==> src/rtl/hazard_scoreboard_if.sv <==
// D-stage hazard query and MD control bundle between the pipeline and the hazard scoreboard.
// The pipeline drives the master side; the scoreboard answers on the slave side.
interface hazard_scoreboard_if;
  logic [4:0] D_rs;
  logic [4:0] D_rt;
  logic [1:0] D_tuse_rs;
  logic [1:0] D_tuse_rt;
  logic [4:0] D_A3;
  logic       D_we;
  logic [1:0] D_tnew;
  logic       D_is_md;
  logic       E_md_start;
  logic       E_md_div;
  logic       flush;
  logic       stall;
  logic [1:0] fwd_rs_sel;
  logic [1:0] fwd_rt_sel;
  logic       md_busy;

  modport master (
    output D_rs, D_rt, D_tuse_rs, D_tuse_rt, D_A3, D_we, D_tnew, D_is_md,
           E_md_start, E_md_div, flush,
    input  stall, fwd_rs_sel, fwd_rt_sel, md_busy
  );

  modport slave (
    input  D_rs, D_rt, D_tuse_rs, D_tuse_rt, D_A3, D_we, D_tnew, D_is_md,
           E_md_start, E_md_div, flush,
    output stall, fwd_rs_sel, fwd_rt_sel, md_busy
  );
endinterface

==> src/rtl/hazard_scoreboard.sv <==
// Tracks in-flight GRF writes through E/M/W, produces the D-stage stall and
// forwarding selects, and owns the multiply/divide busy counter.
module hazard_scoreboard #(
  parameter int MULT_CYC = 5,
  parameter int DIV_CYC  = 10
) (
  input  logic                 clk,
  input  logic                 reset,
  hazard_scoreboard_if.slave   bus
);
  localparam int MAX_CYC = (DIV_CYC > MULT_CYC) ? DIV_CYC : MULT_CYC;
  localparam int CNT_W   = $clog2(MAX_CYC + 1);

  logic [4:0] e_a3_reg, m_a3_reg, w_a3_reg;
  logic       e_we_reg, m_we_reg, w_we_reg;
  logic [1:0] e_tnew_reg, m_tnew_reg;
  logic [4:0] e_a3_next;
  logic       e_we_next;
  logic [1:0] e_tnew_next, m_tnew_next;
  logic [CNT_W-1:0] md_cnt_reg, md_cnt_next;

  logic [1:0][4:0] op_id;
  logic [1:0][1:0] op_tuse;
  logic [1:0][1:0] op_sel;
  logic [1:0]      op_stall;
  logic            md_stall;

  assign op_id   = {bus.D_rt, bus.D_rs};
  assign op_tuse = {bus.D_tuse_rt, bus.D_tuse_rs};

  // Youngest match wins; W results are always available.
  generate
    for (genvar gi = 0; gi < 2; gi++) begin : g_op
      logic       hit_e, hit_m, hit_w, hit_any;
      logic [1:0] tnew_y, idx_y;
      assign hit_e   = e_we_reg && (e_a3_reg == op_id[gi]) && (op_id[gi] != 5'd0);
      assign hit_m   = m_we_reg && (m_a3_reg == op_id[gi]) && (op_id[gi] != 5'd0);
      assign hit_w   = w_we_reg && (w_a3_reg == op_id[gi]) && (op_id[gi] != 5'd0);
      assign hit_any = hit_e || hit_m || hit_w;
      assign tnew_y  = hit_e ? e_tnew_reg : (hit_m ? m_tnew_reg : 2'd0);
      assign idx_y   = hit_e ? 2'd1 : (hit_m ? 2'd2 : 2'd3);
      assign op_sel[gi]   = (hit_any && (tnew_y == 2'd0)) ? idx_y : 2'd0;
      assign op_stall[gi] = hit_any && (tnew_y > op_tuse[gi]);
    end
  endgenerate

  assign bus.md_busy    = bus.E_md_start || (md_cnt_reg != '0);
  assign md_stall       = bus.D_is_md && bus.md_busy;
  assign bus.stall      = op_stall[0] || op_stall[1] || md_stall;
  assign bus.fwd_rs_sel = op_sel[0];
  assign bus.fwd_rt_sel = op_sel[1];

  always_comb begin
    e_a3_next   = bus.D_A3;
    e_we_next   = bus.D_we;
    e_tnew_next = bus.D_tnew;
    if (bus.flush || bus.stall) begin
      e_a3_next   = 5'd0;
      e_we_next   = 1'b0;
      e_tnew_next = 2'd0;
    end
    m_tnew_next = (e_tnew_reg == 2'd0) ? 2'd0 : e_tnew_reg - 2'd1;
    md_cnt_next = (md_cnt_reg == '0) ? '0 : md_cnt_reg - 1'b1;
    if (bus.E_md_start)
      md_cnt_next = bus.E_md_div ? CNT_W'(DIV_CYC) : CNT_W'(MULT_CYC);
  end

  always_ff @(posedge clk) begin
    if (reset) begin
      e_a3_reg   <= 5'd0;
      e_we_reg   <= 1'b0;
      e_tnew_reg <= 2'd0;
      m_a3_reg   <= 5'd0;
      m_we_reg   <= 1'b0;
      m_tnew_reg <= 2'd0;
      w_a3_reg   <= 5'd0;
      w_we_reg   <= 1'b0;
      md_cnt_reg <= '0;
    end else begin
      w_a3_reg   <= m_a3_reg;
      w_we_reg   <= m_we_reg;
      e_a3_reg   <= e_a3_next;
      e_we_reg   <= e_we_next;
      e_tnew_reg <= e_tnew_next;
      md_cnt_reg <= md_cnt_next;
      // A flush kills the E instruction on its way into M.
      if (bus.flush) begin
        m_a3_reg   <= 5'd0;
        m_we_reg   <= 1'b0;
        m_tnew_reg <= 2'd0;
      end else begin
        m_a3_reg   <= e_a3_reg;
        m_we_reg   <= e_we_reg;
        m_tnew_reg <= m_tnew_next;
      end
    end
  end
endmodule
==> src/flat_wrapper.sv <==
// flat-port wrapper written by rule: the top's interface ports become plain ports
module hazard_scoreboard_flat 
#(
  parameter int MULT_CYC = 5,
  parameter int DIV_CYC  = 10
)
  (clk, reset, bus_D_rs, bus_D_rt, bus_D_tuse_rs, bus_D_tuse_rt, bus_D_A3, bus_D_we, bus_D_tnew, bus_D_is_md, bus_E_md_start, bus_E_md_div, bus_flush, bus_stall, bus_fwd_rs_sel, bus_fwd_rt_sel, bus_md_busy);
  hazard_scoreboard_if bus_i ();
  input  logic clk;
  input  logic reset;
  input wire logic [$bits(bus_i.D_rs)-1:0] bus_D_rs;
  input wire logic [$bits(bus_i.D_rt)-1:0] bus_D_rt;
  input wire logic [$bits(bus_i.D_tuse_rs)-1:0] bus_D_tuse_rs;
  input wire logic [$bits(bus_i.D_tuse_rt)-1:0] bus_D_tuse_rt;
  input wire logic [$bits(bus_i.D_A3)-1:0] bus_D_A3;
  input wire logic [$bits(bus_i.D_we)-1:0] bus_D_we;
  input wire logic [$bits(bus_i.D_tnew)-1:0] bus_D_tnew;
  input wire logic [$bits(bus_i.D_is_md)-1:0] bus_D_is_md;
  input wire logic [$bits(bus_i.E_md_start)-1:0] bus_E_md_start;
  input wire logic [$bits(bus_i.E_md_div)-1:0] bus_E_md_div;
  input wire logic [$bits(bus_i.flush)-1:0] bus_flush;
  output wire logic [$bits(bus_i.stall)-1:0] bus_stall;
  output wire logic [$bits(bus_i.fwd_rs_sel)-1:0] bus_fwd_rs_sel;
  output wire logic [$bits(bus_i.fwd_rt_sel)-1:0] bus_fwd_rt_sel;
  output wire logic [$bits(bus_i.md_busy)-1:0] bus_md_busy;
  assign bus_i.D_rs = bus_D_rs;
  assign bus_i.D_rt = bus_D_rt;
  assign bus_i.D_tuse_rs = bus_D_tuse_rs;
  assign bus_i.D_tuse_rt = bus_D_tuse_rt;
  assign bus_i.D_A3 = bus_D_A3;
  assign bus_i.D_we = bus_D_we;
  assign bus_i.D_tnew = bus_D_tnew;
  assign bus_i.D_is_md = bus_D_is_md;
  assign bus_i.E_md_start = bus_E_md_start;
  assign bus_i.E_md_div = bus_E_md_div;
  assign bus_i.flush = bus_flush;
  assign bus_stall = bus_i.stall;
  assign bus_fwd_rs_sel = bus_i.fwd_rs_sel;
  assign bus_fwd_rt_sel = bus_i.fwd_rt_sel;
  assign bus_md_busy = bus_i.md_busy;
  hazard_scoreboard #(.MULT_CYC(MULT_CYC), .DIV_CYC(DIV_CYC)) u_core (.clk(clk), .reset(reset), .bus(bus_i));
endmodule
==> config.mk <==
export PLATFORM = sky130hd
export DESIGN_NAME = hazard_scoreboard_flat
export DESIGN_NICKNAME = d
export VERILOG_FILES = /design/src/rtl/hazard_scoreboard_if.sv /design/src/rtl/hazard_scoreboard.sv /design/src/flat_wrapper.sv
export SDC_FILE = /design/constraint.sdc
export NUM_CORES = 1
export LEC_CHECK = 0
export CAP_MARGIN = 20
export CORE_UTILIZATION = 30
export DETAILED_ROUTE_END_ITERATION = 8
export PLACE_DENSITY = 0.64
export SYNTH_ARGS = -nofsm -noshare
export SYNTH_HDL_FRONTEND = slang
export SYNTH_SLANG_ARGS = --single-unit
==> constraint.sdc <==
create_clock -name clk -period 5.35 [get_ports clk]
set_clock_uncertainty 0.1 [all_clocks]
set_input_delay 1.605 -clock clk [delete_from_list [all_inputs] [get_ports clk]]
set_output_delay 1.605 -clock clk [all_outputs]
set_load 0.01 [all_outputs]
# Word level (Yosys, flattened, before mapping)
# Cells that the tools add are included.
[classes]
add_sub_neg = 2
n_mul = 0
n_div = 0
magnitude_cmp = 2
n_eq_ne = 6
shift = 0
muxes = 13
bitwise = 0
reduce_logical = 35
[op_table]
columns = ["op", "count"]
rows = [
  ["5-bit equality test", 6],
  ["1-bit logical AND", 17],
  ["2-bit two-way mux", 8],
  ["4-bit two-way mux", 3],
  ["5-bit nonzero test", 2],
  ["1-bit logical OR", 8],
  ["2-bit zero test", 3],
  ["2-bit greater-than comparator", 2],
  ["4-bit zero test", 1],
  ["4-bit nonzero test", 1],
  ["2-bit OR reduction", 2],
  ["4-bit by 1-bit subtractor with 4-bit output, second input constant", 1],
  ["3-bit OR reduction", 1],
  ["1-bit two-way mux", 2],
  ["2-bit by 1-bit subtractor with 2-bit output, second input constant", 1],
]
[word_totals]
register_bits = 26
latch_bits = 0
mem_bits_rw = 0
mem_bits_ro = 0
input_bits = 28
out_inout_bits = 6
word_cells = 67
n_memories = 0

# Depth between registers and ports, before layout
[logic_depth]
word_depth = 11
mapped_depth = 12
ltp_nobuf = 11

# Worst setup path before layout
# No wires, ideal clock.
[synth_timing]
path_type = "input to output"
from = "input bus_D_rt[1]"
to = "output bus_stall"
t_arrival_ns = 3.648
required_time_ns = 3.645
path_slack_ns = -0.003
cell_stages = 11
n_path_buf = 1
cell_sequence = "or4_4 -> nor2_4 -> nor4_1 -> nor2b_1 -> a22o_1 -> ha_1 -> a21oi_1 -> a21oi_1 -> o31a_1 -> buf_2 -> a211o_1"
[synth_between]
elab_chain_len = 9
elab_cells_between_ends = 18
classes_between = "1 x order compare; 3 x eq/ne; 2 x mux; 12 x reduce/logical"
[synth_rtl]
columns = ["item", "line", "source"]
rows = [
  ["start: declaration", "flat_wrapper.sv:12", "input wire logic [$bits(bus_i.D_rt)-1:0] bus_D_rt;"],
  ["5-bit equality test", "hazard_scoreboard.sv:37", "assign hit_m = m_we_reg && (m_a3_reg == op_id[gi]) && (op_id[gi] != 5'd0);"],
  ["1-bit logical AND (2 in series)", "hazard_scoreboard.sv:37", ""],
  ["2-bit two-way mux (2 in series)", "hazard_scoreboard.sv:40", "assign tnew_y = hit_e ? e_tnew_reg : (hit_m ? m_tnew_reg : 2'd0);"],
  ["2-bit greater-than comparator", "hazard_scoreboard.sv:43", "assign op_stall[gi] = hit_any && (tnew_y > op_tuse[gi]);"],
  ["1-bit logical AND *", "hazard_scoreboard.sv:43", ""],
  ["1-bit logical OR * (2 in series)", "hazard_scoreboard.sv:49", "assign bus.stall = op_stall[0] || op_stall[1] || md_stall;"],
  ["end: declaration", "flat_wrapper.sv:22", "output wire logic [$bits(bus_i.stall)-1:0] bus_stall;"],
]
# Mark *: on every way between the ends. The rest lies on a longest branch, timed or not.

# Worst setup path in the final report
[layout_timing]
from = "input bus_D_rs[1]"
to = "output bus_stall"
[layout_between]
elab_chain_len = 9
elab_cells_between_ends = 18
classes_between = "1 x order compare; 3 x eq/ne; 2 x mux; 12 x reduce/logical"
[layout_rtl]
columns = ["item", "line", "source"]
rows = [
  ["start: declaration", "flat_wrapper.sv:11", "input wire logic [$bits(bus_i.D_rs)-1:0] bus_D_rs;"],
  ["5-bit equality test", "hazard_scoreboard.sv:37", ""],
  ["1-bit logical AND (2 in series)", "hazard_scoreboard.sv:37", ""],
  ["2-bit two-way mux (2 in series)", "hazard_scoreboard.sv:40", ""],
  ["2-bit greater-than comparator", "hazard_scoreboard.sv:43", ""],
  ["1-bit logical AND *", "hazard_scoreboard.sv:43", ""],
  ["1-bit logical OR * (2 in series)", "hazard_scoreboard.sv:49", ""],
]
# Marked as above.

==> flow_summary.yaml <==
setup_path:
  cp.required_ps: 3650
  cp_max_fo: 3
  critPathLaunchType: "primary input"
  criticalPathCategory: "primary input to output port"
  cp_top_family: "compound AO/OA/AOI/OAI gates"
  cp-end-kind: "output port"
  cp.arrival_ps: 3890
  slowest_delay_ps: 390
  critical_path.cell_chain: "buf_2, buf_4, xnor2_2, nand4_1, nor4_4, nor2b_2, a22o_1, ha_4, buf_4, a21oi_1, o31a_1, a211o_1, buf_2"
  path_buf_inv: 4
  slowest_stage: "nor4_4"
routing:
  drc: 4
  wl_per_cell_um: 13.56
  wl_mm: 3.620
  drt_iter0_markers: 55
  vias: 1320
  dr.pass1.iters: 6
  vias_per_cell: 4.944
  drtAntennaViolNets: 0
cts:
  clk_latency_ps: 270
  ctsHoldBuffers: 0
  clock_sinks: 26
  clk_pin_slew_worst_paths_ps: 90
  cts_root_buffer: "clkbuf_8"
  cts_buffers: 3
  ctsLongestPathBuffers: 2
  cts_tree: "built"
  cts.htree.levels: 1
yosys:
  syn_inst: 159
  synth_warnings: 0
  seq_area_frac_synth_pct: 36.27
  ys_ff_latch: 26
  synthMuxAreaShare_pct: 1.395
  synth.distinct_cells: 34
  synth_top_family_by_area: "simple AND/OR/NAND/NOR gates"
  synth_top_cell_area_share_pct: 36.27
  postSynthAreaPerCell_sq_um: 9.026
  synth_fa_ha_area_share_pct: 4.359
  synth_xor_area_share_pct: 18.31
  synthesis.nets: 192
  synth_enable_flop_cells: 0
  synth-simple-area-share_pct: 27.90
  synthTopCellsByArea: "dfxtp_1 36%, xnor2_1 11%, xor2_1 7.3%"
  mappedNetlistArea_sq_um: 1435
  ys.flop_type: "dfxtp_1"
  yosysTopAreaCell: "dfxtp_1"
  synth_compound_area_share_pct: 8.980
  async_flop_share_pct: 0
sta:
  min_period_over_period_pct: 104.6
  report.final.slew_viol_count: 0
  whs_ps: 393.9
  setup-violations-final: 1
  slew_headroom_pct: 51.18
  worstMarginPinSlew_ps: 729.6
  setup_ws_ps: -246.0
  rsz0062_at_grt: "yes"
  hold_violations: 0
  max_clock_freq_ghz: 0.1787
  period_minus_slack_ps: 5596
floorplan:
  io-pin-count: 34
  fp.dieH_um: 71.17
  rows: 24
  initial_utilization_pct: 32.07
  die_w_um: 71.17
  fp.dieArea_sq_um: 5064
  fp.coreArea_sq_um: 4474
placed_design:
  dp_hpwl_mm: 2.642
  numPortBuffers: 33
  placed_area_sq_um: 1933
  gp_routability_congestion: 0.8201
  pre_cts_ws_ps: -882.6
run:
  maxCapViolCount: 0
worst_hold_path:
  worst_hold_path_type: "flop to flop"
run_status:
  status: "finished, violations left"
  violations: "DRC, setup timing"
layout:
  syn2layout_area_growth_pct: 51.00
  fillCellCount: 420
  regArea_sq_um: 520.5
  fin_area_sq_um: 2167
  multi_input_area_sq_um: 1015
  antenna_cells: 0
  nets: 249
  fin_util_pct: 48.43
  drive_gt1_share_pct: 26.51
grt:
  antenna_found_initial: 0
  first_global_vias: 1343
  grt_use_total_pct: 14.79
  gr-total-overflow: 0
  grt_max_degree: 16
  grt_pass1_wl_mm: 5.906
power_and_ir_drop:
  ir_worst_vdd_v: 0.00008743
  power_uw: 443.1
  p_per_area_nw_per_um2: 204.5
  leakagePower_nw: 0.9143
==> layout make-up <==
type | count | area share (%)
clock buffer | 3 | 1.905
clock inverter | 1 | 1.386
timing repair buffer | 56 | 21.82
tap | 52 | 3.002
multi-input combinational | 123 | 46.82
inverter | 6 | 1.039
sequential | 26 | 24.02
==> what timing repair did <==
action	CTS	global route
buffers inserted	4	3
resized for setup	51	16
gates cloned	0	0
setup endpoints to repair	5	5
pin swaps	17	11
==> through the flow <==
| step | setup TNS [ps] | instances |
|---|---|---|
| 2_1_floorplan | -2.978 | 159 |
| 3_3_place_gp | -1550 | 256 |
| 3_5_place_dp | -1519 | 256 |
| 4_1_cts | -236.9 | 264 |
| 5_1_grt | -353.6 | 267 |
| 6_report | -246.0 | 267 |
==> path summary, 6_finish.rpt <==
check                startpoint                 end  slack, ps  cells past startpoint
max                 bus_D_rs[1]           bus_stall       -250                     13
min             u_core.m_we_reg     u_core.w_we_reg        390                      1
max reg2reg  u_core.e_a3_reg[1]  u_core.e_a3_reg[3]       2780                     11
min reg2reg     u_core.m_we_reg     u_core.w_we_reg        390                      1
==> cell usage after synthesis (all sizes together) (3+ instances only) <==
cell / count
dfxtp: 26
nand3: 8
nor3: 9
nand2: 5
a21oi: 9
nand2b: 3
inv: 6
nor2b: 9
nor4: 8
nand4: 6
and2: 6
xor2: 12
nor2: 5
or4: 3
ha: 5
buf: 3
xnor2: 18
==> cell usage in the layout (no fill, tap or decap), types with 7 or more instances in the layout <==
| cell type | Yosys | routed |
|---|---|---|
| buf_2 | 2 | 8 |
| buf_4 | 0 | 23 |
| clkdlybuf4s50_1 | 0 | 18 |
| dfxtp_1 | 26 | 26 |
| nand3_1 | 8 | 8 |
| nor2b_1 | 9 | 7 |
| nor3_1 | 9 | 9 |
| xnor2_1 | 18 | 14 |
| xor2_1 | 12 | 12 |
==> per-layer routing <==
layer / share of wire, % / vias up / wire length, um / track usage (%)
li1: - / 674 / - / -
met1: 47 / 596 / 1698 / 18.90
met2: 44 / 39 / 1604 / 23.81
met3: 6.3 / 11 / 229 / 2.849
met4: 2.4 / 0 / 88 / 7.333
met5: 0 / - / 0 / 0
==> kinds of logic after synthesis <==
family | after synthesis
mux | 2
buf+inv | 10
fa+ha+maj | 5
simple gates | 66
flops | 26
compound gates | 20
xor+xnor | 30
==> where the power goes <==
group,switching (mW),internal (mW)
clock network,0.0631,0.100
logic,0.0336,0.0413
registers,0.00599,0.199
Note: power is estimated with default switching activity, not from simulation.
==> RTL edit (same settings) <==
`MULT_CYC` is set to 5 in 2 places; all go to 10.
--- a/src/rtl/hazard_scoreboard.sv
+++ b/src/rtl/hazard_scoreboard.sv
@@ -1,7 +1,7 @@
 // Tracks in-flight GRF writes through E/M/W, produces the D-stage stall and
 // forwarding selects, and owns the multiply/divide busy counter.
 module hazard_scoreboard #(
-  parameter int MULT_CYC = 5,
+  parameter int MULT_CYC = 10,
   parameter int DIV_CYC  = 10
 ) (
   input  logic                 clk,
--- a/src/flat_wrapper.sv
+++ b/src/flat_wrapper.sv
@@ -1,7 +1,7 @@
 // flat-port wrapper written by rule: the top's interface ports become plain ports
 module hazard_scoreboard_flat 
 #(
-  parameter int MULT_CYC = 5,
+  parameter int MULT_CYC = 10,
   parameter int DIV_CYC  = 10
 )
   (clk, reset, bus_D_rs, bus_D_rt, bus_D_tuse_rs, bus_D_tuse_rt, bus_D_A3, bus_D_we, bus_D_tnew, bus_D_is_md, bus_E_md_start, bus_E_md_div, bus_flush, bus_stall, bus_fwd_rs_sel, bus_fwd_rt_sel, bus_md_busy);
Behaviour: not the same (Yosys sat finds a counterexample within 10 cycles, from zero or initial values and one cycle with reset high).
==> RTL edit against the original RTL <==
- the flow still finishes with violations (DRC, setup timing)
- routed wire length shrank 5.4%
- setup slack improved by 69 ps
- total power decreased by 1.7%
- final cell count shrank 0.75%
- area after synthesis down 1.8%
- cell area fell by 1.3%
- sequential cell count did not move
- clock power down 3%
- critical path type unchanged
- critical endpoint unchanged
- largest power group unchanged
==> RTL edit: results (changes against the original RTL) <==
Critical path
  • Worst Path Arrival: 3820 ps (was 3890 ps)

Power and ir drop
  • Maximum vdd drop: 0.101 mV (was 0.0874 mV)
  • Leakage: 0.000854 uW (was 0.000914 uW)

Routing
  • Number of remaining DRC errors: 5 (was 4)
  • DRT Wirelength: 3430 um (was 3620 um)
  • Iteration-0 DRC Markers: 50 (was 55)
  • Via count: 1,290 (was 1,320)

Timing
  • Final WS setup: -177 ps (was -246 ps)
  • Slew margin rel.: 0.506 (was 0.512)
  • Final setup fails: 1 (unchanged)

Placed design
  • Gpl congestion: 0.844 (was 0.820)
  • Area after DPL: 1910 um^2 (was 1930 um^2)

Logic synthesis
  • Post-Syn Instances: 155 (was 159)
  • Post-synthesis xor/xnor area fraction: 0.187 (was 0.183)
  • Count of different cell masters after synthesis: 31 (was 34)
  • Adder-Cell Fraction of Synth Area: 0.0444 (was 0.0436)
  • Multiplexer share of the synthesized area: 0.0142 (was 0.0139)
  • Post-Syn Nets: 188 (was 192)
  • Seq/Total Area, Yosys: 0.369 (was 0.363)
  • Synth top area cells: dfxtp_1 37%, xnor2_1 11%, xor2_1 7.5% (was dfxtp_1 36%, xnor2_1 11%, xor2_1 7.3%)
  • Top cells by count, synth: 26 x dfxtp_1, 18 x xnor2_1, 12 x xor2_1 (unchanged)

Outcome
  • Status: finished, violations left (unchanged)
  • Failing checks: DRC, setup timing (unchanged)

Global route
  • First-pass GRT wire length: 5580 um (was 5910 um)

Final layout
  • Layout cells sized above 1: 0.282 (was 0.265)
[RTL edit: cell families (layout without fill, tap and decap cells)]
| group | after synthesis | in the layout |
|---|---|---|
| buffers and inverters | 10 | 68 |
| and+or+nand+nor | 64 | 64 |
| muxes | 2 | 2 |
| xor gates and xnor gates | 30 | 30 |
| DFF | 26 | 26 |
| adders and majority gates | 5 | 5 |
| AOI/OAI and AO/OA | 18 | 18 |
[RTL edit: where the power goes]
group          internal (uW)  switching (uW)  total, uW
Combinational           40.7            33.0       73.6
Clock                   99.9            57.9        158
Sequential               199            5.61        204
[RTL edit: path summary, 6_finish.rpt]
path | from | to | slack, ps | cells after the start
worst max-delay path | bus_D_rt[1] | bus_stall | -180 | 12
worst min-delay path | u_core.md_cnt_reg[0] | u_core.md_cnt_reg[0] | 390 | 1
worst max register to register | u_core.e_a3_reg[4] | u_core.e_a3_reg[4] | 2930 | 11
worst min register to register | u_core.md_cnt_reg[0] | u_core.md_cnt_reg[0] | 390 | 1
[RTL edit: final cells by class]
| cell class | instances | area [um^2] |
|---|---|---|
| Clock buffer | 3 | 41.3 |
| Clock inverter | 1 | 30.0 |
| Inverter | 6 | 22.5 |
| Fill cell | 428 | 2310 |
| Multi-Input combinational cell | 119 | 978 |
| Tap cell | 52 | 65.1 |
| Timing Repair Buffer | 58 | 480 |
| Sequential cell | 26 | 520 |
[RTL edit: timing repair]
item,4_1_cts,5_1_grt
endpoints found under the hold margin,0,0
hold buffers,0,0
endpoints found under the setup margin,5,1
resized for setup,58,9
buffers inserted,8,0
pin swaps,17,11
[RTL edit: worst reg2reg max path, cell delays in order (launching register included)]
cell	delay, ps
dfxtp_1	440
xnor2_1	160
nand4_1	180
nor4_4	290
buf_4	190
a22o_1	160
ha_4	210
a21oi_2	100
a21oi_1	50
o31a_1	130
buf_4	170
nor3_1	170
[RTL edit: per-layer routing]
layer	vias to the layer above	wire [um]	GRT usage
li1	666	-	-
met1	589	1590	0.169
met2	29	1630	0.252
met3	6	141	0.0256
met4	0	57	0.0689
met5	-	0	0
[RTL edit: through the flow]
step	setup WS, ps	hold slack (ps)	setup TNS (ps)
floorplan	-2.98	330	-2.98
global placement	-871	364	-1440
detailed placement	-866	373	-1390
CTS	-252	388	-252
global route	-262	413	-262
finish	-177	385	-177
